### src/rtl/io_port_bridge.sv
`default_nettype none
// ============================================================================
// Module : io_port_bridge
// Desc   : Input and output word FIFOs between the processor I/O pins and
//          external producer/consumer handshakes, with sticky error flags.
// Rev    : 1.0
// ============================================================================
module io_port_bridge #(
    parameter int DEPTH = 4,
    parameter int WIDTH = 16
) (
    input  logic             clock,
    input  logic             rst,
    input  logic [WIDTH-1:0] ext_in_data,
    input  logic             ext_in_valid,
    output logic             ext_in_ready,
    output logic [WIDTH-1:0] read_in,
    output logic             in_avail,
    input  logic             cpu_rd,
    input  logic [WIDTH-1:0] write_out,
    input  logic             cpu_wr,
    output logic             out_full,
    output logic [WIDTH-1:0] ext_out_data,
    output logic             ext_out_valid,
    input  logic             ext_out_ready,
    input  logic             err_clr,
    output logic             err_underflow,
    output logic             err_overflow
);

    localparam int c_AW = $clog2(DEPTH);
    localparam int c_CW = c_AW + 1;
    localparam logic [c_AW-1:0] c_PTR_ONE  = c_AW'(1);
    localparam logic [c_CW-1:0] c_CNT_ONE  = c_CW'(1);
    localparam logic [c_CW-1:0] c_CNT_FULL = c_CW'(DEPTH);

    // Index 0 is the input FIFO, index 1 the output FIFO.
    logic             w_push_req [2];
    logic             w_pop_req  [2];
    logic [WIDTH-1:0] w_wdata    [2];
    logic [WIDTH-1:0] w_head     [2];
    logic             w_full     [2];
    logic             w_empty    [2];

    assign w_push_req[0] = ext_in_valid;
    assign w_pop_req[0]  = cpu_rd;
    assign w_wdata[0]    = ext_in_data;
    assign w_push_req[1] = cpu_wr;
    assign w_pop_req[1]  = ext_out_ready;
    assign w_wdata[1]    = write_out;

    for (genvar f = 0; f < 2; f++) begin : g_fifo
        logic [WIDTH-1:0] r_mem [DEPTH];
        logic [c_AW-1:0]  r_rd_ptr;
        logic [c_AW-1:0]  r_wr_ptr;
        logic [c_CW-1:0]  r_count;
        logic             w_push;
        logic             w_pop;

        // Full/empty come from the current count only, so a full FIFO refuses
        // a push even when it is popped on the same edge.
        assign w_full[f]  = (r_count == c_CNT_FULL);
        assign w_empty[f] = (r_count == '0);
        assign w_push     = w_push_req[f] && !w_full[f];
        assign w_pop      = w_pop_req[f] && !w_empty[f];
        assign w_head[f]  = w_empty[f] ? '0 : r_mem[r_rd_ptr];

        always_ff @(posedge clock or posedge rst) begin
            if (rst) begin
                r_rd_ptr <= '0;
                r_wr_ptr <= '0;
                r_count  <= '0;
            end else begin
                if (w_push) begin
                    r_wr_ptr <= r_wr_ptr + c_PTR_ONE;
                end
                if (w_pop) begin
                    r_rd_ptr <= r_rd_ptr + c_PTR_ONE;
                end
                if (w_push && !w_pop) begin
                    r_count <= r_count + c_CNT_ONE;
                end else if (w_pop && !w_push) begin
                    r_count <= r_count - c_CNT_ONE;
                end
            end
        end

        // Storage is left unreset; an empty FIFO masks its head to zero.
        always_ff @(posedge clock) begin
            if (w_push) begin
                r_mem[r_wr_ptr] <= w_wdata[f];
            end
        end
    end

    assign ext_in_ready  = !w_full[0];
    assign in_avail      = !w_empty[0];
    assign read_in       = w_head[0];
    assign out_full      = w_full[1];
    assign ext_out_valid = !w_empty[1];
    assign ext_out_data  = w_head[1];

    logic w_underflow_evt;
    logic w_overflow_evt;
    logic r_err_underflow;
    logic r_err_overflow;

    assign w_underflow_evt = cpu_rd && w_empty[0];
    assign w_overflow_evt  = cpu_wr && w_full[1];

    // A new error event outranks a simultaneous clear.
    always_ff @(posedge clock or posedge rst) begin
        if (rst) begin
            r_err_underflow <= 1'b0;
            r_err_overflow  <= 1'b0;
        end else begin
            r_err_underflow <= w_underflow_evt || (r_err_underflow && !err_clr);
            r_err_overflow  <= w_overflow_evt  || (r_err_overflow  && !err_clr);
        end
    end

    assign err_underflow = r_err_underflow;
    assign err_overflow  = r_err_overflow;

endmodule
`default_nettype wire

### config.mk
export PLATFORM = sky130hd
export DESIGN_NAME = io_port_bridge
export DESIGN_NICKNAME = d
export VERILOG_FILES = /design/src/rtl/io_port_bridge.sv
export SDC_FILE = /design/constraint.sdc
export NUM_CORES = 1
export LEC_CHECK = 0
export ABC_AREA = 1
export ABC_CLOCK_PERIOD_IN_PS = 1940
export BUFFER_PORTS_ARGS = -buffer_cell sky130_fd_sc_hd__buf_2
export CAP_MARGIN = 20
export CORE_MARGIN = 2
export CORE_UTILIZATION = 50
export CTS_BUF_LIST = sky130_fd_sc_hd__clkbuf_8
export DETAILED_ROUTE_END_ITERATION = 7
export GPL_ROUTABILITY_DRIVEN = 0
export GPL_TIMING_DRIVEN = 0
export PLACE_DENSITY = 0.73
export SLEW_MARGIN = 25
export SYNTH_ARGS = -nofsm -noshare
export SYNTH_HDL_FRONTEND = slang
export SYNTH_SLANG_ARGS = --single-unit
### constraint.sdc
create_clock -name clock -period 1.94 [get_ports clock]
set_clock_uncertainty 0.05 [all_clocks]
set_input_delay 0.388 -clock clock [delete_from_list [all_inputs] [get_ports clock]]
set_output_delay 0.388 -clock clock [all_outputs]
set_load 0.02 [all_outputs]
Word level (Yosys, flattened, before mapping):

Memories as Yosys holds them, arrays and structs flattened.
Index checks and enable logic that the tools add are counted.

* add/subtract/negate cells: 8
* multiplexer cells: 10
* reduce and logical (&&, ||, !) cells: 27
* equality and inequality tests: 2

Operator list (number)
* $mux 16: 2
* $logic_and 1x1->1: 12
* $mux 3: 4
* $logic_not 1->1: 9
* $add 2x1->2 const B: 4
* $add 3x1->3 const B: 2
* $eq 3x3->1 const B: 2
* $logic_not 3->1: 2
* $sub 3x1->3 const B: 2
* $mux 1: 4
* $reduce_bool 2->1: 2
* $logic_or 1x1->1: 2

* input bits: 39
* logic and storage cells: 57
* memories kept: 2
* output and inout bits: 38
* flip-flop bits (word level): 16
* memory bits (writable): 128

Memories
* g_fifo[0].r_mem: depth 4, width 16, rd ports 1, clocked after memory_dff 0, write ports 1, RTL line 53 `logic [WIDTH-1:0] r_mem [DEPTH];`
* g_fifo[1].r_mem: depth 4, width 16, rd ports 1, clocked after memory_dff 0, write ports 1, RTL line 53

Longest topological paths before layout:

Gate-level depths: netlist of run 1.

* depth in word-level cells: 7
* depth in mapped cells: 12
* mapped depth without buffers: 12

Least setup slack after synthesis of run 1:

Ideal clock, no wire load.

* kind: register to register
* start point: register g_fifo[0].r_count[0]
* end point: memory g_fifo[0].r_mem[0][0], enable pin
* library setup time: 0.389 ns
* required time: 1.501 ns
* slack: -0.090 ns
* cell stages (with the launch flop): 5
* data arrival time: 1.592 ns
* clock period less this slack: 2.030 ns
* path buffers: 0
* path through: dfrtp_1 > inv_1 > nand3_1 > nand2_1 > nor2_1

* longest elaborated chain between the ends: 5

RTL lines
* from (decl): RTL line 56 `logic [c_CW-1:0] r_count;`
* from (signal assigned): RTL line 81 `r_count <= r_count + c_CNT_ONE;`
* from (signal assigned): RTL line 83 `r_count <= r_count - c_CNT_ONE;`
* $eq 3x3->1: RTL line 62 `assign w_full[f] = (r_count == c_CNT_FULL);`
* $logic_not 1->1
* named net ext_in_ready: RTL line 16 `output logic ext_in_ready,`
* $logic_and 1x1->1: RTL line 64 `assign w_push = w_push_req[f] && !w_full[f];`
* $mux 1: RTL line 90 `if (w_push) begin`
* $mux 1 (implied by the code): RTL line 91 `r_mem[r_wr_ptr] <= w_wdata[f];`
* to (decl): RTL line 53

The timed path passes the listed nets, and every way through them passes these cells.

Final worst setup path of run 1:

* start point: register g_fifo[0].r_rd_ptr[0]
* end point: output port read_in[5]

* longest elaborated chain between the ends: 2

RTL lines
* from (decl): RTL line 54 `logic [c_AW-1:0] r_rd_ptr;`
* from (signal assigned): RTL line 78 `r_rd_ptr <= r_rd_ptr + c_PTR_ONE;`
* $mem_v2 4x16
* $mux 16: RTL line 66 `assign w_head[f] = w_empty[f] ? '0 : r_mem[r_rd_ptr];`
* to (decl): RTL line 17 `output logic [WIDTH-1:0] read_in,`

No other way between the ends.

==> results of run 1 <==
[sequential cells by signal, indices dropped and copies added, names as in the netlist]
register,count
err_underflow,1
g_fifo.r_wr_ptr,4
g_fifo.r_count,6
err_overflow,1
g_fifo.r_rd_ptr,4
g_fifo.r_mem,128
[worst max-delay path, delay by kind of cell, from the launching register on]
family | cells | cell delay [ns]
compound gates | 1 | 0.14
flops | 1 | 0.37
buf+inv | 4 | 0.54
simple gates | 2 | 0.18
[cells by family after synthesis]
kind of cell               after synthesis
AOI/OAI and AO/OA                       38
xor gates and xnor gates                 4
adders and majority gates               12
buffers and inverters                  186
DFF                                    144
and+or+nand+nor                        244
[through the flow]
stage / cell area, um^2 / setup TNS (ns) / power (mW) / setup WS (ns) / hold slack [ns]
finish: 8860 / -4.08 / 15.0 / -0.171 / 0.0757
global route: 8860 / -6.32 / 15.7 / -0.243 / 0.0714
CTS: 8250 / -3.50 / 13.7 / -0.158 / 0.0635
detailed placement: 7190 / -0.730 / 9.78 / -0.174 / 0.456
global placement: 7060 / -61.90 / 9.45 / -0.531 / 0.443
floorplan: 6470 / 0 / 7.96 / 0.0696 / 0.252
[path summary, 6_finish.rpt]
kind                                  startpoint               endpoint  slack, ns  cells after the start
max reg2reg                 g_fifo[1].r_count[2]  g_fifo[1].r_mem[3][7]       0.04                      6
max                        g_fifo[0].r_rd_ptr[0]             read_in[5]      -0.17                      7
min                                      err_clr          err_underflow       0.08                      2
min in group asynchronous                    rst   g_fifo[0].r_count[1]       0.51                      3
min reg2reg                         err_overflow           err_overflow       0.48                      2
max in group asynchronous                    rst  g_fifo[1].r_rd_ptr[0]       0.92                      3
[layout make-up]
class                      count  area (um^2)
sequential                   144         4240
inverter                     164          661
multi-input combinational    298         2100
fill                         856         3760
timing repair buffer         113          952
buffer                        22          309
clock inverter                15          144
clock buffer                  17          234
tap                          172          215
[metal layers]
metal / global-route usage (%) / wire length [um] / vias to the layer above
li1: - / - / 2245
met1: 25.9 / 5840 / 2277
met2: 40.2 / 9180 / 193
met3: 4.99 / 946 / 25
met4: 8.28 / 259 / 0
met5: 0 / 0 / -
[what timing repair did]
action                                 in CTS  in global routing
hold buffers                                1                  0
pin swaps                                  17                 26
setup buffers                              13                  8
setup endpoints to repair                  68                 36
resized for setup                         145                119
endpoints found under the hold margin      16                  0
cloned                                      4                  3
[Yosys cell counts (all sizes together)]
master and count:
inv 163, nand2 160, edfxtp 128, nand3 74, a21oi 32, buf 22
dfrtp 16, ha 10, nor2 8, o21ai 6, xnor2 4, fa 2
nand4 2, clkinv 1
[power by group]
group	switching (mW)	internal (mW)	total, mW	leakage (nW)
registers	0.240	4.12	4.36	1.37
clock network	1.16	1.13	2.29	0.185
logic	4.82	3.52	8.34	2.50
total	6.22	8.77	15.0	4.05
==> out/qor.txt, run 1 <==
Run status -> finished, violations left
Failing checks -> setup timing
Overall Global Routing Usage -> 22.3%
Number of maximum-capacitance constraint violations -> 0
CORE AREA -> 12600 um^2
Fraction of the cycle the final worst path needs -> 109%
Maximum vdd ir drop -> 1.25 mV
CTS Root Buffer Type -> clkbuf_8
Number of antenna violations at the first check in global routing -> 0
Period minus WS final -> 2.11 ns
Die area -> 13800 um^2
Hold Vio Cnt, Final -> 0
Number of top-level pins -> 77
Fraction of the mapped netlist area in simple logic gates -> 15.8%
CTS tree -> done
Antenna-violating nets left -> 0
Synthesized Nets -> 679
Arrival time at the worst endpoint -> 1.67 ns
Routed length per placed instance -> 17.2 um
Launching element type of the critical path -> flop
Type of the most critical hold path -> input port to flop
Standard-cell rows -> 41
Setup crit end kind -> primary output
Cell type with the highest aggregate area in the netlist -> edfxtp_1
Vert. Die Dim -> 118 um
Worst max-slew margin expressed relative to the limit -> 58.3%
Insertion delay of the later-clocked pin in the worst-skew pair -> 0.45 ns
Largest driver fanout on the critical path -> 8
Fraction of the mapped netlist area in compound gates -> 2.94%
Dpl cells -> 884
Largest family of logic cells by synthesized area -> simple AND/OR/NAND/NOR gates
Clock transition at the registers of the reported paths -> 0.08 ns
Multiplexer area fraction after synthesis -> 0%
Filler-free cell count of the finished design -> 945
RSZ-0062 raised after global routing -> yes
Average size of a mapped cell -> 10.3 um^2
Num Clock Sinks -> 144
Slowest-stage cell, CP -> dfrtp_1
XOR/XNOR Fraction of Synth Area -> 0.542%
Detailed-route DRC error count -> 0
Total length of routed wires -> 16200 um
Count of pins over their slew limit -> 0
Most used cells in the layout excluding fill and tap cells -> 151 x inv_1, 128 x edfxtp_1, 108 x nand2_1
Adder-cell share of the synthesized area -> 2.56%
Register bit count reported by yosys -> 144
First-pass GRT wire length -> 23800 um
Longest Clk Path Bufs -> 2
Most common cell after layout, fill and taps aside -> inv_1
Power density of the placed cells -> 1690 nW/um^2
Chip width -> 118 um
Static power due to leakage -> 4.05 nW
Required @ worst endpoint -> 1.50 ns
Sum of net half-perimeters after detailed placement -> 9140 um
Sequential fraction of the synthesis area -> 65.7%
Slowest stage delay, CP -> 0.37 ns
Synthesis-to-finish area growth -> 37.1%
Number of global-route vias before repair -> 4719
YS warnings -> 0
Vias -> 4740
Number of endpoints failing setup at the final stage -> 32
Least setup slack across all paths after layout -> -0.171 ns
Number of nets at the end of the flow -> 811
Maximum number of pins on one net before global-route repair -> 17
Antenna diodes -> 0
Final design utilization -> 70.2%
Post-synth design cell area -> 6460 um^2
Total CTS buffers -> 17
Leftover overflow at the end of global routing -> 0
Number of I/O port buffers -> 76
Synth area leaders -> edfxtp_1 59%, nand2_1 9.3%, inv_1 9.1%, dfrtp_1 6.2%, nand3_1 5.6%
Post-Synthesis Cells -> 628
Netlist cell types -> 19
Worst Max-Slew Pin Slew -> 0.626 ns
Initial cell density of the core -> 51.2%
Top cell type's share of synthesized area -> 59.5%
Number of DRC markers in iteration 0 -> 427
Detailed Routing Iterations Pass 1 -> 5
CP cell instances -> buf_6, inv_8, clkbuf_16, nand2_1, nand3_2, a21oi_2, buf_4
Post-detailed-route via-to-cell ratio -> 5.02
Total number of H-tree levels -> 4
Share of final-layout standard cells stronger than drive strength 1 -> 41.1%
Fmax -> 0.474 GHz
CP Class -> flop to primary output
No activity file was read; power rests on OpenSTA's default activity.
==> inputs of run 2 (changes only) <==
==> constraint.sdc (replaced) <==
create_clock -name clock -period 1.94 [get_ports clock]
set_clock_uncertainty 0.05 [all_clocks]
set_input_delay 0.291 -clock clock [delete_from_list [all_inputs] [get_ports clock]]
set_output_delay 0.291 -clock clock [all_outputs]
set_load 0.02 [all_outputs]
==> run 2 against run 1 <==
The run still ends with setup timing left. Fmax rose by 3.4%. Non-clock buffer count grew 21. Global-route usage decreased by 0.88 points.
==> out/qor.txt, run 2 (synthesized netlist as in run 1, its figures left out) <==
Synthesis-to-finish area growth -> 37.6%
Overall Global Routing Usage -> 21.4%
RSZ-0062 raised after global routing -> yes
Detailed-route DRC error count -> 0
Setup crit end kind -> primary output
Post-route worst hold slack -> 0.0146 ns
Detailed Routing Iterations Pass 1 -> 4
Longest Clk Path Bufs -> 2
Largest register FFs -> 128
Total number of H-tree levels -> 4
Post-detailed-route via-to-cell ratio -> 4.98
Fraction of the cycle the final worst path needs -> 105%
Total power after layout -> 14.7 mW
Required @ worst endpoint -> 1.60 ns
Leftover overflow at the end of global routing -> 0
Type of the most critical hold path -> input port to flop
Static power due to leakage -> 4.05 nW
Power density of the placed cells -> 1650 nW/um^2
Arrival time at the worst endpoint -> 1.70 ns
Least setup slack across all paths after layout -> -0.102 ns
Number of top-level pins -> 77
Vias -> 4808
Insertion delay of the later-clocked pin in the worst-skew pair -> 0.45 ns
Vert. Die Dim -> 118 um
Number of nets at the end of the flow -> 832
Fillcell total -> 852
Routed length per placed instance -> 16.6 um
Largest driver fanout on the critical path -> 8
Cell type with the highest occurrence count on the critical path -> buf_6
Storage element area -> 4240 um^2
Clock transition at the registers of the reported paths -> 0.07 ns
CP Class -> flop to primary output
Most used cells in the layout excluding fill and tap cells -> 151 x inv_1, 128 x edfxtp_1, 124 x nand2_1
Number of global-route vias before repair -> 4676
Worst max-slew margin expressed relative to the limit -> 57.4%
Number of maximum-capacitance constraint violations -> 0
Sum of buffers and inverters on the critical path -> 4
Most common cell after layout, fill and taps aside -> inv_1
Largest Register -> g_fifo.r_mem
Die area -> 13800 um^2
Sum of net half-perimeters after detailed placement -> 9140 um
Maximum vdd ir drop -> 1.07 mV
CTS tree -> done
Number of DRC markers in iteration 0 -> 307
Worst Max-Slew Pin Slew -> 0.639 ns
Slowest-stage cell, CP -> dfrtp_1
Fmax -> 0.490 GHz
Hold Vio Cnt, Final -> 0
Launching element type of the critical path -> flop
Standard-cell rows -> 41
CTS Root Buffer Type -> clkbuf_8
Chip width -> 118 um
Initial cell density of the core -> 51.2%
Antenna diodes -> 0
Number of antenna violations at the first check in global routing -> 0
Place WS -> -0.174 ns
Maximum number of pins on one net before global-route repair -> 17
Number of I/O port buffers -> 76
Antenna-violating nets left -> 0
Area of the multi-input gates -> 1940 um^2
Slowest stage delay, CP -> 0.34 ns
Num Clock Sinks -> 144
CORE AREA -> 12600 um^2
Family of cells with the greatest summed delay on the critical path -> buffers and inverters
Share of final-layout standard cells stronger than drive strength 1 -> 36.5%
Total CTS buffers -> 17
CP cell instances -> buf_6, clkinv_8, clkbuf_16, nand2_2, nand3_2, a21oi_4, buf_6
Failing checks -> setup timing
Count of pins over their slew limit -> 0
First-pass GRT wire length -> 23000 um
Total length of routed wires -> 16000 um
Number of endpoints failing setup at the final stage -> 32
Largest registers ranked by flip-flop count -> g_fifo.r_mem x128, g_fifo.r_count x6
Final design utilization -> 70.5%
Run status -> finished, violations left
Period minus WS final -> 2.04 ns
==> run 2: changes by cell type in the layout (fill, tap and decap cells not counted), sizes merged <==
cell         change
clkbuf           +4
inv              -2
dlygate4sd3     +23
buf              -6
clkinv           +2
==> run 2: power by group <==
part	total, mW	switching, mW	leakage (nW)	internal (mW)
clock	2.28	1.15	0.185	1.13
combinational	8.02	4.62	2.50	3.39
sequential	4.36	0.239	1.37	4.12
==> run 2: repair_timing <==
item,4_1_cts,5_1_grt
pin swaps,9,20
hold buffers,23,1
resized for setup,87,126
setup endpoints to repair,68,36
cloned,1,7
setup buffers,9,9
hold endpoints to repair,96,4
==> run 2: path summary, 6_finish.rpt <==
kind / from / to / slack, ns / cells after the start
setup / recovery: g_fifo[1].r_rd_ptr[0] / ext_out_data[13] / -0.10 / 7
hold / removal: ext_in_data[9] / g_fifo[0].r_mem[1][9] / 0.01 / 1
setup reg to reg: g_fifo[1].r_count[2] / g_fifo[1].r_mem[3][7] / 0.05 / 6
hold reg to reg: err_overflow / err_overflow / 0.48 / 2
max in group asynchronous: rst / g_fifo[1].r_rd_ptr[0] / 1.01 / 3
min in group asynchronous: rst / g_fifo[0].r_count[2] / 0.41 / 3
==> run 2: area by class of cell <==
cell class / count / share of cell area [%]
buffer: 22 / 3.24
clock buffer: 17 / 2.63
clock inverter: 15 / 1.62
inverter: 164 / 7.37
multi-input combinational: 298 / 21.8
sequential: 144 / 47.7
tap: 172 / 2.42
timing repair buffer: 134 / 13.2
==> run 2: metrics by stage <==
stage / setup TNS, ns / std cells / instance area, um^2
after CTS: -0.583 / 949 / 8160
after floorplan: 0 / 628 / 6470
after global routing: -4.18 / 966 / 8890
final: -1.53 / 966 / 8890
after global placement: -61.90 / 876 / 7060
after detailed placement: -0.730 / 884 / 7190
==> run 2: metal layers <==
metal	up-vias	GRT usage, %	share of wire [%]
li1	2281	-	-
met1	2343	25.0	38
met2	164	38.4	56
met3	20	5.28	5.0
met4	0	7.30	1.4
met5	-	0	0
==> inputs of run 3 (changes only) <==
Settings changed: ABC_CLOCK_PERIOD_IN_PS 1940 to 2200, PLACE_DENSITY 0.73 to 0.7, SETUP_SLACK_MARGIN from default to 0.4.
Clock period 1.94 ns to 2.2 ns, I/O delays scaled along.
==> run 3 against run 2 <==
The flow now finishes without violations. Sequential cell count did not move. Utilization fell by 0.46 points. Sequential power fell by 12%. Register-to-register slack improved by 0.30 ns. Non-clock buffer count fell by 12. Design area fell by 0.65%. Hold slack improved by 0.018 ns. Setup slack improved by 0.25 ns. Wire length fell by 2.7%. Critical endpoint is now read_in[15].
==> out/qor.txt, run 3 (synthesized netlist as in run 1, its figures left out) <==
Sum of buffers and inverters on the critical path -> 3
Type of the most critical hold path -> input port to flop
Static power due to leakage -> 4.03 nW
Number of antenna violations at the first check in global routing -> 0
Largest Register -> g_fifo.r_mem
Period minus WS final -> 2.05 ns
Count of pins over their slew limit -> 0
Antenna diodes -> 0
Largest driver fanout on the critical path -> 10
Leftover overflow at the end of global routing -> 0
R2r startpoint -> g_fifo[0].r_count[1]
Chip width -> 118 um
Share of final-layout standard cells stronger than drive strength 1 -> 37.1%
Least setup slack across all paths after layout -> 0.149 ns
Cell area after layout -> 8830 um^2
First-pass GRT wire length -> 24100 um
Slowest-stage cell, CP -> dfrtp_1
CORE AREA -> 12600 um^2
Summed negative setup slack over all endpoints -> 0 ns
Hold Vio Cnt, Final -> 0
Cell type with the highest occurrence count on the critical path -> buf_6
Dpl cells -> 884
Vert. Die Dim -> 118 um
Worst max-slew margin expressed relative to the limit -> 57.4%
Antenna-violating nets left -> 0
CP Class -> flop to primary output
Number of top-level pins -> 77
Sum of net half-perimeters after detailed placement -> 9140 um
Power density of the placed cells -> 1520 nW/um^2
Cell area after placement -> 7210 um^2
Detailed Routing Iterations Pass 1 -> 5
Standard-cell rows -> 41
Fillcell total -> 872
Num Clock Sinks -> 144
Routed length per placed instance -> 16.3 um
Run status -> finished, final reports clean
Number of endpoints failing setup at the final stage -> 0
Total CTS buffers -> 17
Total number of H-tree levels -> 4
CTS tree -> done
Initial cell density of the core -> 51.2%
Largest registers ranked by flip-flop count -> g_fifo.r_mem x128, g_fifo.r_count x6
Worst setup path end -> read_in[15]
Worst reg-to-reg path cell count -> 10
Flop-to-flop setup slack -> 0.35 ns
Maximum vdd ir drop -> 1.10 mV
RSZ-0062 raised after global routing -> yes
Number of global-route vias before repair -> 4788
Place WS -> 0.100 ns
Synthesis-to-finish area growth -> 36.7%
Fraction of the cycle the final worst path needs -> 93.2%
Most common cell after layout, fill and taps aside -> inv_1
Post-detailed-route via-to-cell ratio -> 4.93
Reg-to-reg critical path endpoint -> g_fifo[0].r_count[1]
Arrival time at the worst endpoint -> 1.67 ns
Fmax -> 0.488 GHz
Detailed-route DRC error count -> 0
Die area -> 13800 um^2
Post-route worst hold slack -> 0.0325 ns
Filler-free cell count of the finished design -> 954
Final design utilization -> 70.0%
Number of DRC markers in iteration 0 -> 374
Required @ worst endpoint -> 1.82 ns
Maximum number of pins on one net before global-route repair -> 17
Total length of routed wires -> 15600 um
Vias -> 4701
Number of I/O port buffers -> 76
Most used cells in the layout excluding fill and tap cells -> 148 x inv_1, 129 x nand2_1, 128 x edfxtp_1
Longest Clk Path Bufs -> 2
Total power after layout -> 13.4 mW
CP cell instances -> buf_6, buf_6, nand2_1, nand3_2, a21oi_2, buf_4
Largest register FFs -> 128
Setup crit end kind -> primary output
Clock transition at the registers of the reported paths -> 0.08 ns
Instance count on the critical path -> 6
Launching element type of the critical path -> flop
Number of maximum-capacitance constraint violations -> 0
Family of cells with the greatest summed delay on the critical path -> buffers and inverters
Overall Global Routing Usage -> 22.8%
Critical Path Source -> g_fifo[0].r_rd_ptr[0]
Slowest stage delay, CP -> 0.38 ns
CTS Root Buffer Type -> clkbuf_8
Worst Max-Slew Pin Slew -> 0.638 ns
Insertion delay of the later-clocked pin in the worst-skew pair -> 0.45 ns
Number of nets at the end of the flow -> 820
-- run 3: area by class of cell --
cell class	instances	area, um^2	area share (%)
timing repair buffer	122	1050	11.9
inverter	164	668	7.56
buffer	22	294	3.33
clock inverter	15	200	2.27
clock buffer	17	234	2.65
multi-input combinational	298	1930	21.8
tap	172	215	2.44
sequential	144	4240	48.0
-- run 3: worst min-delay path by stage --
stage	start	to	slack [ns]	cells after the start
finish	err_clr	err_underflow	0.03	2
global route	ext_in_data[7]	g_fifo[0].r_mem[1][7]	0.01	1
CTS	err_clr	err_underflow	0.007	2
detailed placement	rst	g_fifo[1].r_count[1]	0.40	2
global placement	rst	g_fifo[1].r_count[2]	0.40	2
floorplan	rst	err_overflow	0.19	1
-- run 3: per-layer routing --
metal  wire, um  track usage (%)  vias to the layer above
li1           -                -                     2259
met4        289             8.21                        0
met1       5770             25.0                     2262
met2       8620             41.8                      154
met3        886             6.44                       26
met5          0                0                        -
-- run 3: worst reg2reg max path: cells and delay by family, from the launching register on --
kind / cells / cell delay, ns
buffers and inverters: 4 / 0.33
adders and majority gates: 2 / 0.59
DFF: 1 / 0.41
AOI/OAI and AO/OA: 1 / 0.07
and+or+nand+nor: 3 / 0.29
-- run 3: repair_timing --
| action | CTS | global route |
|---|---|---|
| gates cloned | 6 | 1 |
| endpoints found under the setup margin | 83 | 71 |
| hold buffers | 1 | 0 |
| hold endpoints to repair | 16 | 0 |
| gates resized for setup | 166 | 60 |
| pin swaps | 27 | 26 |
| setup buffers | 24 | 6 |
-- run 3: power breakdown --
| part | switching (mW) | internal [mW] |
|---|---|---|
| clock network | 0.950 | 1.32 |
| logic | 4.12 | 3.16 |
| registers | 0.199 | 3.63 |
